`config.mk`:
```
export PLATFORM = sky130hd
export DESIGN_NAME = uart_tx_sequencer_flat
export DESIGN_NICKNAME = d
export VERILOG_FILES = /design/src/rtl/uart_tx_sequencer_if.sv /design/src/rtl/uart_tx_sequencer.sv /design/src/flat_wrapper.sv
export SDC_FILE = /design/constraint.sdc
export NUM_CORES = 1
export LEC_CHECK = 0
export ABC_AREA = 1
export BUFFER_PORTS_ARGS = -buffer_cell sky130_fd_sc_hd__buf_2
export CORE_ASPECT_RATIO = 1.2
export CORE_MARGIN = 2
export CORE_UTILIZATION = 50
export CTS_CLUSTER_SIZE = 16
export DETAILED_ROUTE_END_ITERATION = 6
export PLACE_DENSITY = 0.86
export SYNTH_ARGS = -nofsm -noshare
export SYNTH_HDL_FRONTEND = slang
export SYNTH_SLANG_ARGS = --single-unit
```
`constraint.sdc`:
```
create_clock -name clk -period 1.9 [get_ports clk]
set_input_delay 0.19 -clock clk [delete_from_list [all_inputs] [get_ports clk]]
set_output_delay 0.19 -clock clk [all_outputs]
set_load 0.02 [all_outputs]
```
`src/rtl/uart_tx_sequencer_if.sv`:
```
// -----------------------------------------------------------------------------
// uart_tx_sequencer_if
//
// Purpose:
//   Valid/ready byte channel between the TX sequencer and the UART TX core.
//   A byte moves on a clk edge where tx_valid and tx_ready are both high.
//
// Signals:
//   tx_valid  sequencer -> core   byte available
//   tx_data   sequencer -> core   byte value, held stable while tx_valid=1
//   tx_ready  core -> sequencer   core can accept a byte
//
// Modports:
//   master  the byte source (sequencer)
//   slave   the byte sink (UART TX core)
// -----------------------------------------------------------------------------
interface uart_tx_sequencer_if #(
    parameter int DATA_W = 8
);
    logic              tx_valid;
    logic [DATA_W-1:0] tx_data;
    logic              tx_ready;

    modport master (
        output tx_valid,
        output tx_data,
        input  tx_ready
    );

    modport slave (
        input  tx_valid,
        input  tx_data,
        output tx_ready
    );
endinterface

```
`src/rtl/uart_tx_sequencer.sv`:
```
// -----------------------------------------------------------------------------
// uart_tx_sequencer
//
// Purpose:
//   Sends a multi-byte UART payload after a start request. Byte k of the
//   payload is data_in + k (mod 2^DATA_W). Between bytes, a programmable gap
//   is inserted, measured in tick_en pulses. Progress and completion are
//   reported to the status logic.
//
// Ports:
//   clk          system clock
//   reset_n      asynchronous active-low reset
//   start        start request, sampled only while idle
//   data_in      first payload byte, latched on accepted start
//   byte_count   number of bytes to send, latched on accepted start
//   delay_ticks  inter-byte gap in tick_en pulses, latched on accepted start
//   tick_en      single-cycle time base for the gap
//   tx           valid/ready byte channel to the UART core (master side)
//   busy         sequence in progress
//   done         one-cycle pulse when a sequence completes
//   bytes_sent   bytes accepted by the core in the current/last sequence
//
// Optional feature (macro UART_TX_SEQ_ABORT_EN):
//   abort        input; ends a running sequence at the next edge
//   aborted      output; one-cycle pulse after an abort, done is not pulsed
// -----------------------------------------------------------------------------
module uart_tx_sequencer #(
    parameter int DATA_W = 8,
    parameter int CNT_W  = 15,
    parameter int DLY_W  = 8
) (
    input  logic                clk,
    input  logic                reset_n,
    input  logic                start,
    input  logic [DATA_W-1:0]   data_in,
    input  logic [CNT_W-1:0]    byte_count,
    input  logic [DLY_W-1:0]    delay_ticks,
    input  logic                tick_en,
    uart_tx_sequencer_if.master tx,
    output logic                busy,
    output logic                done,
    output logic [CNT_W-1:0]    bytes_sent
`ifdef UART_TX_SEQ_ABORT_EN
    ,
    input  logic                abort,
    output logic                aborted
`endif
);

    typedef enum logic [1:0] {
        IDLE = 2'd0,
        SEND = 2'd1,
        GAP  = 2'd2
    } state_t;

    state_t            state_q, state_d;
    logic [DATA_W-1:0] data_q, data_d;
    logic [CNT_W-1:0]  count_q, count_d;
    logic [DLY_W-1:0]  delay_q, delay_d;
    logic [DLY_W-1:0]  gap_q, gap_d;
    logic [CNT_W-1:0]  sent_q, sent_d;
    logic              done_q, done_d;
    logic              xfer;
    logic [CNT_W-1:0]  sent_inc;
`ifdef UART_TX_SEQ_ABORT_EN
    logic              aborted_q, aborted_d;
`endif

    // tx_valid is exactly "in SEND", so a byte moves whenever the core is ready there
    assign xfer     = (state_q == SEND) && tx.tx_ready;
    assign sent_inc = sent_q + 1'b1;

    always_ff @(posedge clk or negedge reset_n) begin
        if (!reset_n) begin
            state_q   <= IDLE;
            data_q    <= '0;
            count_q   <= '0;
            delay_q   <= '0;
            gap_q     <= '0;
            sent_q    <= '0;
            done_q    <= 1'b0;
`ifdef UART_TX_SEQ_ABORT_EN
            aborted_q <= 1'b0;
`endif
        end else begin
            state_q   <= state_d;
            data_q    <= data_d;
            count_q   <= count_d;
            delay_q   <= delay_d;
            gap_q     <= gap_d;
            sent_q    <= sent_d;
            done_q    <= done_d;
`ifdef UART_TX_SEQ_ABORT_EN
            aborted_q <= aborted_d;
`endif
        end
    end

    always_comb begin
        state_d   = state_q;
        data_d    = data_q;
        count_d   = count_q;
        delay_d   = delay_q;
        gap_d     = gap_q;
        sent_d    = sent_q;
        done_d    = 1'b0;
`ifdef UART_TX_SEQ_ABORT_EN
        aborted_d = 1'b0;
`endif

        case (state_q)
            IDLE: begin
                if (start) begin
                    data_d  = data_in;
                    count_d = byte_count;
                    delay_d = delay_ticks;
                    sent_d  = '0;
                    // An empty sequence completes at once without ever going busy
                    if (byte_count == '0) begin
                        done_d = 1'b1;
                    end else begin
                        state_d = SEND;
                    end
                end
            end

            SEND: begin
                if (xfer) begin
                    sent_d = sent_inc;
                    data_d = data_q + 1'b1;
                    if (sent_inc == count_q) begin
                        state_d = IDLE;
                        done_d  = 1'b1;
                    end else if (delay_q != '0) begin
                        state_d = GAP;
                        gap_d   = delay_q;
                    end
                end
            end

            GAP: begin
                // gap_q is never 0 here because GAP is only entered with a nonzero delay
                if (tick_en) begin
                    gap_d = gap_q - 1'b1;
                    if (gap_q == DLY_W'(1)) begin
                        state_d = SEND;
                    end
                end
            end

            default: begin
                state_d = IDLE;
            end
        endcase

`ifdef UART_TX_SEQ_ABORT_EN
        // Abort wins over completion; a coinciding transfer has already been counted above
        if (abort && (state_q != IDLE)) begin
            state_d   = IDLE;
            done_d    = 1'b0;
            aborted_d = 1'b1;
        end
`endif
    end

    assign tx.tx_valid = (state_q == SEND);
    assign tx.tx_data  = data_q;
    assign busy        = (state_q != IDLE);
    assign done        = done_q;
    assign bytes_sent  = sent_q;
`ifdef UART_TX_SEQ_ABORT_EN
    assign aborted     = aborted_q;
`endif

endmodule

```
`src/flat_wrapper.sv`:
```
// flat-port wrapper written by rule: the top's interface ports become plain ports
module uart_tx_sequencer_flat 
#(
    parameter int DATA_W = 8,
    parameter int CNT_W  = 15,
    parameter int DLY_W  = 8
)
  (clk, reset_n, start, data_in, byte_count, delay_ticks, tick_en, busy, done, bytes_sent, tx_tx_valid, tx_tx_data, tx_tx_ready);
  uart_tx_sequencer_if #(.DATA_W(DATA_W)) tx_i ();
  input  logic clk;
  input  logic reset_n;
  input  logic start;
  input  logic [DATA_W-1:0] data_in;
  input  logic [CNT_W-1:0] byte_count;
  input  logic [DLY_W-1:0] delay_ticks;
  input  logic tick_en;
  output logic busy;
  output logic done;
  output logic [CNT_W-1:0] bytes_sent;
  output wire logic [$bits(tx_i.tx_valid)-1:0] tx_tx_valid;
  output wire logic [$bits(tx_i.tx_data)-1:0] tx_tx_data;
  input wire logic [$bits(tx_i.tx_ready)-1:0] tx_tx_ready;
  assign tx_tx_valid = tx_i.tx_valid;
  assign tx_tx_data = tx_i.tx_data;
  assign tx_i.tx_ready = tx_tx_ready;
  uart_tx_sequencer #(.DATA_W(DATA_W), .CNT_W(CNT_W), .DLY_W(DLY_W)) u_core (.clk(clk), .reset_n(reset_n), .start(start), .data_in(data_in), .byte_count(byte_count), .delay_ticks(delay_ticks), .tick_en(tick_en), .tx(tx_i), .busy(busy), .done(done), .bytes_sent(bytes_sent));
endmodule
```
# Word level (Yosys, flattened, before mapping)
# Index checks and enable logic that the tools add are counted.
dict set report totals {
  reg_bits 57
  inputBits 36
  elab_cells 57
}
dict set report classes {
  add_sub_neg 3
  n_eq_ne 12
  mux 24
  n_reduce_logical 11
}
# op n
set ops {}
lappend ops {{8-bit two-way mux} 6}
lappend ops {{8-bit case mux with 2 select lines} 2}
lappend ops {{15-bit two-way mux} 2}
lappend ops {{15-bit case mux with 2 select lines} 1}
lappend ops {{15-bit by 1-bit adder with 15-bit output (second input constant)} 1}
lappend ops {{15-bit equality test} 1}
lappend ops {{15-bit zero test} 1}
lappend ops {{2-bit two-way mux} 7}
lappend ops {{8-bit by 1-bit adder with 8-bit output (second input constant)} 1}
lappend ops {{8-bit by 1-bit equality test with 1-bit output (second input constant)} 1}
lappend ops {{2-bit != test (second input constant)} 4}
lappend ops {{8-bit nonzero test} 1}
lappend ops {{8-bit by 1-bit subtractor with 8-bit output (second input constant)} 1}
lappend ops {{2-bit by 1-bit != test with 1-bit output (second input constant)} 3}
lappend ops {{2-bit case mux with 3 select lines} 1}
lappend ops {{6-bit AND reduction} 1}
lappend ops {{2-bit nonzero test} 3}
lappend ops {{5-bit AND reduction} 1}
lappend ops {{1-bit two-way mux} 4}
lappend ops {{3-bit by 1-bit != test with 1-bit output (second input constant)} 1}
lappend ops {{3-bit AND reduction} 1}
lappend ops {{2-bit by 1-bit equality test with 1-bit output (second input constant)} 1}
lappend ops {{2-bit equality test (second input constant)} 1}
lappend ops {{2-bit zero test} 1}
lappend ops {{other kinds (3)} 3}

# Logic depth before layout (Yosys ltp)
dict set report depth {
  depth_word 5
  mapped_depth 18
  mapped_depth_nobuf 18
}

# Worst setup path after synthesis
# OpenSTA, ideal clock, no wires.
dict set report synth_timing {
  path_kind {flip-flop to flip-flop}
  from {register u_core.sent_q[0], in the netlist u_core.bytes_sent[0]}
  to {register u_core.gap_q[2]}
  setup_time_ns 0.065
  arrival_time_ns 1.989
  required_ns 1.835
  path_slack_ns -0.155
  stages_incl_launch_ff 18
  period_less_slack_ns 2.055
  cell_sequence {dfrtp_1 -> ha_1 -> nand2_2 -> nor2_4 -> nand2_1 -> nand2_2 -> nand2_2 -> nand2_2 -> nand2_1 -> nor2_1 -> nand3_1 -> nor2_1 -> nand2_1 -> nand2_2 -> nand2_4 -> nand2_4 -> nand2_1 -> nand2_1}
}
dict set report synth_via {
  elab_chain_len 4
}
# element line
set synth_rtl {}
lappend synth_rtl {{start, declared} uart_tx_sequencer.sv:61} ;# logic [CNT_W-1:0] sent_q, sent_d;
lappend synth_rtl {{start signal, assigned} uart_tx_sequencer.sv:91} ;# sent_q <= sent_d;
lappend synth_rtl {{15-bit by 1-bit adder with 15-bit output} uart_tx_sequencer.sv:71} ;# assign sent_inc = sent_q + 1'b1;
lappend synth_rtl {{15-bit equality test} uart_tx_sequencer.sv:131} ;# if (sent_inc == count_q) begin
lappend synth_rtl {{2-bit != test (no line)} --}
lappend synth_rtl {{5-bit AND reduction (no line)} --}
lappend synth_rtl {{end signal, assigned} uart_tx_sequencer.sv:90} ;# gap_q <= gap_d;
lappend synth_rtl {{end, declared} uart_tx_sequencer.sv:60} ;# logic [DLY_W-1:0] gap_q, gap_d;
# Every way passes these cells.
# A chain may end at the register's enable or synchronous reset.

# Worst setup path after layout
dict set report layout_timing {
  from {register u_core.sent_q[0], in the netlist u_core.bytes_sent[0]}
  to {register u_core.gap_q[5]}
}
# The elaborated chain is that of the path after synthesis.

==> impl_metrics.json <==
{
  "synth_area_um2": 3420,
  "clk_latency_ns": 0.34,
  "crit_required_ns": 2.18,
  "numCtsBuffers": 9,
  "finalNetCount": 618,
  "power.switching_w": 0.00274,
  "p_clk_share_pct": 19.8,
  "startpoint": "u_core.bytes_sent[0]",
  "totalWireLength_um": 9640,
  "setup-tns-final_ns": -1.86,
  "fin_crit_sh_pct": 111,
  "violations": "setup timing",
  "rr_startpoint": "u_core.bytes_sent[0]",
  "place.gp.congestion": 1.02,
  "vias_per_cell": 5.45,
  "synth_fp_nets": 531,
  "chipHeight_um": 94.6,
  "power_w": 0.00627,
  "p_int_w": 0.00353,
  "ys_async_sr_fraction_pct": 100,
  "drt_pass1_iterations": 4,
  "final_common_cell": "nand2_1",
  "overflow": 0,
  "timing.critical_path.slowest_cell_delay_ns": 0.41,
  "vias": 3643,
  "utilization_pct": 64.1,
  "cts_sinks": 57,
  "syn_inst": 491,
  "routedWlPerCell_um": 14.4,
  "critPathKind": "reg2reg",
  "rsz0062_at_grt": "true",
  "crit_chain": "ha_4 -> nand2_4 -> nor2_4 -> nand2_2 -> nand2_2 -> nand2_2 -> nand2_2 -> nand2_1 -> nor2_1 -> nand3_1 -> nor2_1 -> nand2_1 -> nand2_2 -> nand2_4 -> nand2_4 -> nand2_1 -> nand2_1",
  "timing.rr.end": "u_core.gap_q[5]",
  "tritoncts": "built",
  "ys_ff_latch": 57,
  "slew_viol_final": 0,
  "drc": 0,
  "start_util_pct": 50.8,
  "relSlewSlack_pct": 55.9,
  "antenna_cells": 0,
  "status": "finished, violations left",
  "grt_max_degree": 44,
  "grt_pass1_wl_um": 15600,
  "cts_htree_levels": 3,
  "yosysSeqAreaShare_pct": 41.7,
  "cts_buffer_depth": 2,
  "switching_share_pct": 43.7,
  "synth_cell_types": 36,
  "r2r_cells": 17,
  "grt_pass1_vias": 3506,
  "die-area_um2": 7510,
  "crit_arrival_ns": 2.39,
  "antenna_found_initial": 0,
  "worstMarginPinSlew_ns": 0.662,
  "worst-path-buf-inv": 0,
  "synth_flop_cell": "dfrtp_1",
  "die_w_um": 79.5,
  "io_buffers": 61,
  "clock_skew_ns": 0.0129,
  "io_pins": 62,
  "pwr-share-comb_pct": 47.3,
  "hpwlAfterDp_um": 6980,
  "yosys_warnings": 0,
  "ff2ff_setup_slack_ns": -0.21,
  "cp.depth": 17,
  "path_clk_slew_ns": 0.07,
  "fp-row-count": 33,
  "hold_viol": 0,
  "fin_ws_ns": -0.209,
  "final_cell_mix": "nand2_1, inv_1, buf_2",
  "area_growth_pct": 26.2,
  "endpoint_kind": "register",
  "maxCapViolations": 0,
  "setup_viol_count_final": 11,
  "avgSynthCellArea_um2": 6.96,
  "dp.cells": 649,
  "fin_crit_ns": 2.11,
  "synth-edff-count": 0,
  "cpMostUsedCell": "nand2_2",
  "drtIter0Drc": 353,
  "crit_path_start_kind": "register",
  "leakage_nw": 2.16,
  "power_density_nw_per_um2": 1450,
  "hp-class": "in2reg",
  "critical-path-top-delay-family": "simple AND/OR/NAND/NOR gates",
  "cts-root-buf": "clkbuf_8",
  "ir_worst_vdd_uv": 692,
  "grt_usage_pct": 26.9,
  "ant_nets": 0,
  "power_frac_seq_pct": 32.9,
  "cp_max_fo": 8,
  "fillers": 549,
  "critPathCapture": "u_core.gap_q[5]",
  "crit_slowest_cell": "dfrtp_2",
  "core_area_um2": 6730,
  "stdcell_count": 669,
  "drive_above_1_share_pct": 25.1,
  "fmax_ghz": 0.474
}
[area by class of cell]
cell class / instances / area, um2 / area share [%]
multi-input combinational: 357 / 1790 / 41.4
inverter: 66 / 248 / 5.74
tap: 87 / 109 / 2.52
timing repair buffer: 87 / 528 / 12.2
sequential: 57 / 1430 / 33.2
clock inverter: 3 / 65.1 / 1.51
clock buffer: 12 / 145 / 3.37
[how the worst min path moves through the flow]
| stage | slack (ns) | cells past startpoint | startpoint | endpoint |
|---|---|---|---|---|
| 3_3_place_gp | 0.25 | 1 | reset_n | u_core.tx.tx_data[7] |
| 5_1_grt | 0.07 | 3 | delay_ticks[0] | u_core.delay_q[0] |
| 6_report | 0.06 | 3 | delay_ticks[1] | u_core.delay_q[1] |
| 2_1_floorplan | -0.11 | 0 | reset_n | u_core.bytes_sent[0] |
| 3_5_place_dp | 0.25 | 1 | reset_n | u_core.gap_q[7] |
| 4_1_cts | 0.05 | 3 | delay_ticks[0] | u_core.delay_q[0] |
[worst register-to-register path, delay by kind of cell, from the launching register on]
kind,cells,cell delay [ns]
AND/OR/NAND/NOR,16,1.48
adder cells (fa/ha/maj),1,0.17
flip-flops,1,0.41
[metrics by stage]
step	hold WS [ns]	setup slack [ns]	cell area, um2
5_1_grt	0.0710	-0.342	4310
3_3_place_gp	0.248	0.00732	3990
2_1_floorplan	-0.106	0.0393	3430
6_report	0.0579	-0.209	4310
3_5_place_dp	0.254	-0.112	3990
4_1_cts	0.0479	-0.154	4270
[power groups by stage]
stage                     Combinational (W)  Clock [W]  Sequential, W
after floorplan                     0.00177          0        0.00212
after global placement              0.00261          0        0.00203
after detailed placement            0.00275          0        0.00205
after CTS                           0.00286    0.00126        0.00204
after global routing                0.00331    0.00130        0.00211
final                               0.00297    0.00124        0.00206
[cell families (layout without fill, tap and decap cells)]
group           count (synthesis)  count (layout)  share of synthesized area, %
compound gates                 76              76                          12.4
xor+xnor                        6               6                          1.54
fa+ha+maj                       4               4                          1.46
buf+inv                        78             168                          8.64
flops                          57              57                          41.7
simple gates                  270             271                          34.2
[timing repair]
action,CTS,global route
pin swaps,2,1
cloned,1,0
setup endpoints to repair,11,11
gates resized for setup,10,14
hold endpoints to repair,25,0
hold buffers,1,0
setup buffers,2,1
[synthesized netlist by cell type, types with 3 or more instances]
master | instances | share of area [%]
nor2_2 | 4 | 0.73
nand2_2 | 8 | 1.5
o21ai_1 | 3 | 0.44
o22ai_1 | 12 | 2.2
dfrtp_1 | 57 | 42
ha_1 | 4 | 1.5
a21oi_1 | 7 | 1.0
nand3_1 | 35 | 5.1
nand4_1 | 7 | 1.3
nor2_1 | 51 | 5.6
clkbuf_1 | 10 | 1.1
nand2_1 | 150 | 16
xor2_1 | 4 | 1.0
o21ai_0 | 43 | 6.3
inv_2 | 3 | 0.33
inv_1 | 63 | 6.9
[state kept, by name (all words and copies together), names as in the netlist]
signal and count:
u_core.delay_q 8, u_core.count_q 15, u_core.state_q 2, u_core.tx.tx_data 8, u_core.gap_q 8, u_core.done 1
u_core.bytes_sent 15
[routing by layer]
metal	routed length, um	up-vias	track usage [%]
met4	301	0	14.9
met3	571	32	4.78
met2	5000	153	47.4
met5	0	-	0
met1	3770	1713	30.6
li1	-	1745	-
Power figures use the tool's default switching activity.
